### config.mk
export PLATFORM = sky130hd
export DESIGN_NAME = sobel_frame_arbiter
export DESIGN_NICKNAME = d
export VERILOG_FILES = /design/src/rtl/sobel_frame_arbiter.sv
export SDC_FILE = /design/constraint.sdc
export NUM_CORES = 1
export LEC_CHECK = 0
export BUFFER_PORTS_ARGS = -buffer_cell sky130_fd_sc_hd__buf_2
export CORE_ASPECT_RATIO = 1.25
export CORE_MARGIN = 4
export CORE_UTILIZATION = 48
export CTS_CLUSTER_DIAMETER = 30
export DETAILED_ROUTE_END_ITERATION = 10
export GPL_TIMING_DRIVEN = 0
export PLACE_DENSITY_LB_ADDON = 0.12
export SLEW_MARGIN = 10
export SYNTH_ARGS = -nofsm -noshare
export SYNTH_HDL_FRONTEND = slang
export SYNTH_SLANG_ARGS = --single-unit
export TNS_END_PERCENT = 30
### constraint.sdc
create_clock -name clock -period 2.2 [get_ports clock]
set_input_delay 0 -clock clock [delete_from_list [all_inputs] [get_ports clock]]
set_output_delay 0 -clock clock [all_outputs]
set_load 0.03 [all_outputs]
### src/rtl/sobel_frame_arbiter.sv
// Shares one sobel_filter between two pixel requesters one whole frame at a time; optional stats via SOBEL_FRAME_ARB_STATS_EN.
// Latency: 1 idle cycle per frame grant, then zero-latency pass-through on both the input and output sides.
// Backpressure: transfers stall on an empty source or full destination; a full tag queue holds off new grants.
module sobel_frame_arbiter #(
  parameter int WIDTH     = 720,
  parameter int HEIGHT    = 540,
  parameter int TAG_DEPTH = 2
) (
  input  logic       clock,
  input  logic       reset,
  output logic       req0_rd_en,
  input  logic       req0_empty,
  input  logic [7:0] req0_dout,
  output logic       req1_rd_en,
  input  logic       req1_empty,
  input  logic [7:0] req1_dout,
  output logic       flt_wr_en,
  input  logic       flt_full,
  output logic [7:0] flt_din,
  output logic       flt_rd_en,
  input  logic       flt_empty,
  input  logic [7:0] flt_dout,
  output logic       out0_wr_en,
  input  logic       out0_full,
  output logic [7:0] out0_din,
  output logic       out1_wr_en,
  input  logic       out1_full,
  output logic [7:0] out1_din,
  output logic       in_busy,
  output logic       in_grant
`ifdef SOBEL_FRAME_ARB_STATS_EN
  ,
  output logic [15:0] frames_done0,
  output logic [15:0] frames_done1,
  output logic [15:0] stall_cycles
`endif
);

  localparam int NPIX = WIDTH * HEIGHT;
  localparam int CW   = (NPIX > 1) ? $clog2(NPIX) : 1;
  localparam int PW   = (TAG_DEPTH > 1) ? $clog2(TAG_DEPTH) : 1;
  localparam int QW   = PW + 1;
  localparam logic [CW-1:0] LAST_PIX = CW'(NPIX - 1);
  localparam logic [QW-1:0] Q_FULL   = QW'(TAG_DEPTH);
  localparam logic [PW-1:0] P_LAST   = PW'(TAG_DEPTH - 1);

  typedef enum logic {IDLE, STREAM} state_t;

  state_t               state;
  logic [CW-1:0]        in_cnt;
  logic [CW-1:0]        out_cnt;
  logic [TAG_DEPTH-1:0] tag_mem;
  logic [PW-1:0]        tag_wr_ptr;
  logic [PW-1:0]        tag_rd_ptr;
  logic [QW-1:0]        tag_cnt;

  logic       tag_full, tag_empty, tag_head;
  logic       src_empty, dst_full, any_req, next_grant;
  logic [7:0] src_dout;
  logic       in_xfer, out_xfer, tag_push, tag_pop;

  assign tag_full   = (tag_cnt == Q_FULL);
  assign tag_empty  = (tag_cnt == '0);
  assign tag_head   = tag_mem[tag_rd_ptr];

  // The granted requester is the one in_grant names; only meaningful in STREAM.
  assign src_empty  = in_grant ? req1_empty : req0_empty;
  assign src_dout   = in_grant ? req1_dout  : req0_dout;
  assign dst_full   = tag_head ? out1_full  : out0_full;

  // With both requesting, alternate away from the last grant; otherwise take whoever is ready.
  assign any_req    = !req0_empty || !req1_empty;
  assign next_grant = (!req0_empty && !req1_empty) ? ~in_grant : !req1_empty;

  // Reset gates the strobes so no external FIFO is popped or pushed while reset is held.
  assign in_xfer    = !reset && (state == STREAM) && !src_empty && !flt_full;
  assign out_xfer   = !reset && !tag_empty && !flt_empty && !dst_full;
  assign tag_push   = (state == IDLE) && !tag_full && any_req;
  assign tag_pop    = out_xfer && (out_cnt == LAST_PIX);

  assign req0_rd_en = in_xfer && !in_grant;
  assign req1_rd_en = in_xfer &&  in_grant;
  assign flt_wr_en  = in_xfer;
  assign flt_din    = in_xfer ? src_dout : 8'd0;
  assign flt_rd_en  = out_xfer;
  assign out0_wr_en = out_xfer && !tag_head;
  assign out1_wr_en = out_xfer &&  tag_head;
  assign out0_din   = out0_wr_en ? flt_dout : 8'd0;
  assign out1_din   = out1_wr_en ? flt_dout : 8'd0;

  // Input FSM: grant a frame in IDLE, then count WIDTH*HEIGHT pass-through pixels in STREAM.
  always_ff @(posedge clock) begin
    if (reset) begin
      state    <= IDLE;
      in_busy  <= 1'b0;
      in_grant <= 1'b1;
      in_cnt   <= '0;
    end else begin
      case (state)
        IDLE: begin
          if (tag_push) begin
            in_grant <= next_grant;
            in_busy  <= 1'b1;
            state    <= STREAM;
          end
        end
        STREAM: begin
          if (in_xfer) begin
            if (in_cnt == LAST_PIX) begin
              in_cnt  <= '0;
              in_busy <= 1'b0;
              state   <= IDLE;
            end else begin
              in_cnt <= in_cnt + CW'(1);
            end
          end
        end
        default: begin
          in_busy <= 1'b0;
          state   <= IDLE;
        end
      endcase
    end
  end

  // Tag queue: frame owners in grant order; push and pop in one cycle leave the count unchanged.
  always_ff @(posedge clock) begin
    if (reset) begin
      tag_wr_ptr <= '0;
      tag_rd_ptr <= '0;
      tag_cnt    <= '0;
    end else begin
      if (tag_push) begin
        tag_mem[tag_wr_ptr] <= next_grant;
        tag_wr_ptr          <= (tag_wr_ptr == P_LAST) ? '0 : tag_wr_ptr + PW'(1);
      end
      if (tag_pop) begin
        tag_rd_ptr <= (tag_rd_ptr == P_LAST) ? '0 : tag_rd_ptr + PW'(1);
      end
      case ({tag_push, tag_pop})
        2'b10:   tag_cnt <= tag_cnt + QW'(1);
        2'b01:   tag_cnt <= tag_cnt - QW'(1);
        default: tag_cnt <= tag_cnt;
      endcase
    end
  end

  // Output pixel counter: wraps on the last pixel of the frame owned by the head tag.
  always_ff @(posedge clock) begin
    if (reset) begin
      out_cnt <= '0;
    end else if (out_xfer) begin
      out_cnt <= (out_cnt == LAST_PIX) ? '0 : out_cnt + CW'(1);
    end
  end

`ifdef SOBEL_FRAME_ARB_STATS_EN
  // Per-sink completed frames (wrapping) and saturating count of starved STREAM cycles.
  always_ff @(posedge clock) begin
    if (reset) begin
      frames_done0 <= 16'd0;
      frames_done1 <= 16'd0;
      stall_cycles <= 16'd0;
    end else begin
      if (tag_pop && !tag_head) frames_done0 <= frames_done0 + 16'd1;
      if (tag_pop &&  tag_head) frames_done1 <= frames_done1 + 16'd1;
      if (in_busy && src_empty && (stall_cycles != 16'hFFFF)) stall_cycles <= stall_cycles + 16'd1;
    end
  end
`endif

endmodule

==> After elaboration in Yosys (flattened, before gate mapping) <==
Index checks and enable logic that the tools add are counted.
{ "totals": {"reg_bits": 47, "latch_bits": 0, "ramBits": 0, "romBits": 0, "out_inout_bits": 32, "wordCells": 87, "n_memories": 0} }
{ "classes": {"n_addsub": 6, "mul": 0, "n_div": 0, "magnitude_cmp": 3, "eq_ne": 8, "n_shift": 0, "n_mux": 25, "bitwise_logic": 3, "n_reduce_logical": 33} }
{ "op_table": {"columns": ["operator", "count"], "rows": [
  ["adder 19 x 1 -> 19 bit, second input constant", 2],
  ["equality test 19 bit, second input constant", 2],
  ["two-way mux 19 bit", 2],
  ["two-way mux 8 bit", 4],
  ["logical AND 1 bit", 15],
  ["two-way mux 1 bit", 14],
  ["zero test 1 bit", 11],
  ["AND reduction 2 bit", 3],
  ["equality test 2 bit, second input constant", 2],
  ["less-than comparator 1 x 2 -> 1 bit, second input constant", 2],
  ["inequality test 2 x 1 -> 1 bit, second input constant", 2],
  ["case mux 1 bit (2 select lines)", 2],
  ["case mux 2 bit (2 select lines)", 1],
  ["inverter 1 bit", 3],
  ["AND reduction 3 bit", 1],
  ["adder 1 bit, second input constant", 2],
  ["adder 2 x 1 -> 2 bit, second input constant", 1],
  ["bitwise mux 2 bit", 1],
  ["equality test 2 x 1 -> 1 bit, second input constant", 1],
  ["zero test 2 bit", 1],
  ["inequality test 2 bit, second input constant", 1],
  ["nonzero test 2 bit", 1],
  ["subtractor 2 x 1 -> 2 bit, second input constant", 1],
  ["demux 1 bit (select 1 bit)", 1],
  ["other kinds (2)", 2]
]} }

==> Logic depth before layout (Yosys ltp) <==
{ "logic_depth": {"ltp_word": 8, "depth_mapped": 9, "ltp_nobuf": 9} }

==> Worst setup path before layout <==
Ideal clock, no wire load.
{ "synth_path": {"path_kind": "register to register", "start": "register tag_rd_ptr", "end": "register tag_cnt[1]", "setup_time_ps": 70, "arrival_time_ps": 2007, "required_ps": 2130, "slack_ps": 122, "path_stages_with_launch": 8, "synth_period_minus_slack_ps": 2078, "cell_sequence": "dfxtp_1 mux2i_1 mux2i_2 nand4_2 nor2_1 ha_1 or3_1 a21oi_1"} }
{ "synth_via": {"elab_chain_cells": 8, "elab_cells_between_ends": 10, "cone_classes": "eq/ne (2); mux (4); reduce/logical (4)"} }
{ "synth_rtl": {"columns": ["element", "line_no", "text"], "rows": [
  ["start, declared", "54", "logic [PW-1:0] tag_rd_ptr;"],
  ["start signal, assigned", "138", "tag_rd_ptr <= (tag_rd_ptr == P_LAST) ? '0 : tag_rd_ptr + PW'(1);"],
  ["two-way mux 1 bit (not written as such) (*) (2 in series)", "64", "assign tag_head = tag_mem[tag_rd_ptr];"],
  ["two-way mux 1 bit (*)", "69", "assign dst_full = tag_head ? out1_full : out0_full;"],
  ["zero test 1 bit (*)", "77", "assign out_xfer = !reset && !tag_empty && !flt_empty && !dst_full;"],
  ["logical AND 1 bit (*)", "77", null],
  ["logical AND 1 bit (*)", "79", "assign tag_pop = out_xfer && (out_cnt == LAST_PIX);"],
  ["named net tag_pop", "60", "logic in_xfer, out_xfer, tag_push, tag_pop;"],
  ["equality test 2 x 1 -> 1 bit or equality test 2 bit (tied branches)", "140", "case ({tag_push, tag_pop})"],
  ["case mux 2 bit (2 select lines) or nonzero test 2 bit (tied branches)", null, null],
  ["end signal, assigned", "141", "2'b10: tag_cnt <= tag_cnt + QW'(1);"],
  ["end signal, assigned", "142", "2'b01: tag_cnt <= tag_cnt - QW'(1);"],
  ["end signal, assigned", "143", "default: tag_cnt <= tag_cnt;"],
  ["end, declared", "55", "logic [QW-1:0] tag_cnt;"]
]} }
Mark *: on every way through the listed nets, which the timed path passes. The rest lies on a longest branch. The select of a mux whose other input is x is not followed.
A chain may end at the register's enable or synchronous reset.

==> Worst setup path in the final report <==
Ends and elaborated chain as after synthesis.

==> summary.txt <==
Worst reg-to-reg path cell count -> 8
TritonCTS Sinks -> 47
Vias in the first global route -> 2073
Setup violations, final -> 0
Die Span Y -> 90.0 microns
Fin crit share -> 0.942
Pleak -> 0.00139 uW
Final-report max-slew violation count -> 0
# diodes -> 0
Number of synthesized flops with an enable pin -> 2
Final wirelength -> 5.72 mm
Yosys top cell area share -> 0.349
RD Place Congestion -> 0.792
Worst Path Arrival -> 2.31 ns
R2r startpoint -> tag_rd_ptr
DR pass1 iterations -> 4
Worst Min Path Start -> req1_empty
Post-DRT Antenna Nets -> 0
Most frequent cell after synthesis -> nor2_1
Clk slew on worst S/H paths -> 0.09 ns
Synth top cells by count -> nor2_1, dfxtp_1, xor2_1
Minimum clock period -> 2.07 ns
FMAX -> 483 MHz
Hold Path Class -> in -> reg
Ys flop type -> dfxtp_1
Skew-Pair Late Insertion Delay -> 0.30 ns
R2R Path End -> tag_cnt[1]
Initial antenna violation count -> 0
Clock skew -> 0.00944 ns
Async set-reset flop share out of synthesis -> 0
Non-Filler Instances -> 442
Status -> complete, no violations
Flops & latches, synth -> 47
R2R Setup Slk -> 0.13 ns
Register area share after synthesis -> 0.373
WHS Path Cells -> 2
Post-Syn Nets -> 337
Yosys Warn Count -> 0
Routed WL per cell -> 12.9 microns
Synth cell types -> 44
CP Capture Type -> flip-flop
# rows -> 29
Setup crit start kind -> flip-flop
Initial Util -> 0.500
Fin. Hold Viols -> 0
Worst-case clock buffer depth -> 2
# hold bufs at CTS -> 0
Worst-margin pin slew -> 0.617 ns
Avg Cell Area, Syn -> 8.54 sq um
Core area -> 5150 sq um
CP required -> 2.44 ns
Synth area leader -> dfxtp_1
Residual DRC -> 0
Initial DRC count -> 92
Placed cells -> 427
GRT Resource Usage Total -> 0.175
Post-DP HPWL -> 4.27 mm
Fin Setup TNS -> 0 ns
CTS Root Cell -> clkbuf_8
Cts bufs inserted -> 5
Power per cell area -> 567 nW/um^2
Post-Syn Instances -> 302
DR vias/cell -> 5.25
Layout area overhead -> 25.0%
CTS tree -> built
GRT overflow -> 0
Max-cap viol count -> 0
Worst vdd ir -> 398 uV
Die ar. -> 6620 sq um
First-pass GRT wire length -> 9.51 mm
Vias -> 2320
Hold endpoint -> tag_mem[0]
Proportion of layout cells with a drive suffix above 1 -> 0.266
Area contributors post-synth -> dfxtp_1, xor2_1, nor2_1
Slew HR -> 0.589
Fillers -> 494
# port buffers -> 63
Ports -> 64
CTS H-tree depth -> 2
Net count, final -> 414
CP Max Fanout -> 3
Synthesized area -> 2580 sq um
WS Path Type -> reg -> reg
Die W -> 73.6 microns
RSZ-0062 raised after global routing -> no
Pin count of the biggest net entering global routing -> 16
[final cells by class]
class | instances | area, sq um | area share
Clock inverter | 3 | 43.8 | 0.0136
Inverter | 4 | 15.0 | 0.00466
Buffer | 14 | 75.1 | 0.0233
Multi-Input combinational cell | 237 | 1590 | 0.494
Tap cell | 62 | 77.6 | 0.0241
Timing Repair Buffer | 70 | 385 | 0.120
Clock buffer | 5 | 68.8 | 0.0213
Sequential cell | 47 | 967 | 0.300
[power by group]
| group | switching [uW] | total (uW) | internal (uW) |
|---|---|---|---|
| Sequential | 22.5 | 903 | 881 |
| Combinational | 160 | 281 | 122 |
| Clock | 303 | 642 | 339 |
[state kept, by name (all words and copies together) (netlist names)]
| register | cells |
|---|---|
| tag_wr_ptr | 1 |
| tag_mem | 2 |
| state | 1 |
| in_busy | 1 |
| out_cnt | 19 |
| tag_cnt | 2 |
| tag_rd_ptr | 1 |
| in_cnt | 19 |
| in_grant | 1 |
[critical path: stages (launching register included)]
cell	delay (ns)
dfxtp_4	0.37
mux2i_4	0.24
mux2i_2	0.28
buf_4	0.17
nand4_4	0.08
nor2_1	0.13
ha_1	0.26
or3_1	0.37
a21oi_2	0.11
[worst max path at each step]
| stage | from | end | slack, ns | depth (start not counted) |
|---|---|---|---|---|
| 4_1_cts | tag_rd_ptr | out1_din[7] | 0.0009 | 8 |
| 3_3_place_gp | tag_rd_ptr | tag_cnt[1] | -0.11 | 7 |
| 5_1_grt | tag_mem[0] | out1_din[4] | 0.006 | 8 |
| 3_5_place_dp | tag_rd_ptr | tag_cnt[1] | -0.19 | 7 |
| 6_report | tag_rd_ptr | tag_cnt[1] | 0.13 | 8 |
| 2_1_floorplan | tag_rd_ptr | tag_cnt[1] | 0.12 | 7 |
[through the flow]
stage          power [uW]  cell area [sq um]  utilization  setup WS, ns  hold slack, ns
3_5_place_dp         1180               2970        0.577        -0.194           0.358
4_1_cts              1830               3140        0.609      0.000876          0.0271
2_1_floorplan        1100               2580            -         0.122           0.208
5_1_grt              1920               3220        0.626       0.00577          0.0481
6_report             1830               3220        0.626         0.128          0.0411
3_3_place_gp         1170               2970        0.577        -0.114           0.356
[kinds of logic (layout without fill, tap and decap cells)]
logic type	count (synthesis)	count (layout)	share of synthesized area
XOR/XNOR	32	32	0.109
buffers and inverters	18	96	0.0315
AO/OA/AOI/OAI	24	24	0.0548
AND/OR/NAND/NOR	163	163	0.358
multiplexers	15	15	0.0602
flip-flops	47	47	0.373
adder cells (fa/ha/maj)	3	3	0.0146
[layer usage]
layer  track usage  routed length (microns)
met5             0                        0
met4        0.0574                       70
met3        0.0346                      202
met2         0.305                     3070
met1         0.209                     2370
[layout by cell type (no fill, tap or decap), types with 2 or more instances in the layout]
cell and n:
a21oi_1 10, xor2_1 22, dfxtp_1 42, buf_4 13, nor3b_1 2, o21ai_0 7
buf_6 2, and4_1 6, and3_1 11, and2_1 21, ha_1 2, nor2_1 46
buf_2 59, xnor2_1 10, nor3_4 2, nand2_1 19, or3_1 6, nand3b_1 2
mux2i_1 12, clkbuf_4 2, nor3_1 6, nor4_1 3, dfxtp_2 2, nand3_1 9
clkbuf_8 5, inv_1 4, clkbuf_1 8, edfxtp_1 2, nand4_1 19
[timing repair]
item                                    CTS  global route
setup buffers                             5             2
pin swaps                                 2             6
resized for setup                         5            22
endpoints found under the setup margin   18            25
(Power assumes the default switching activity.)
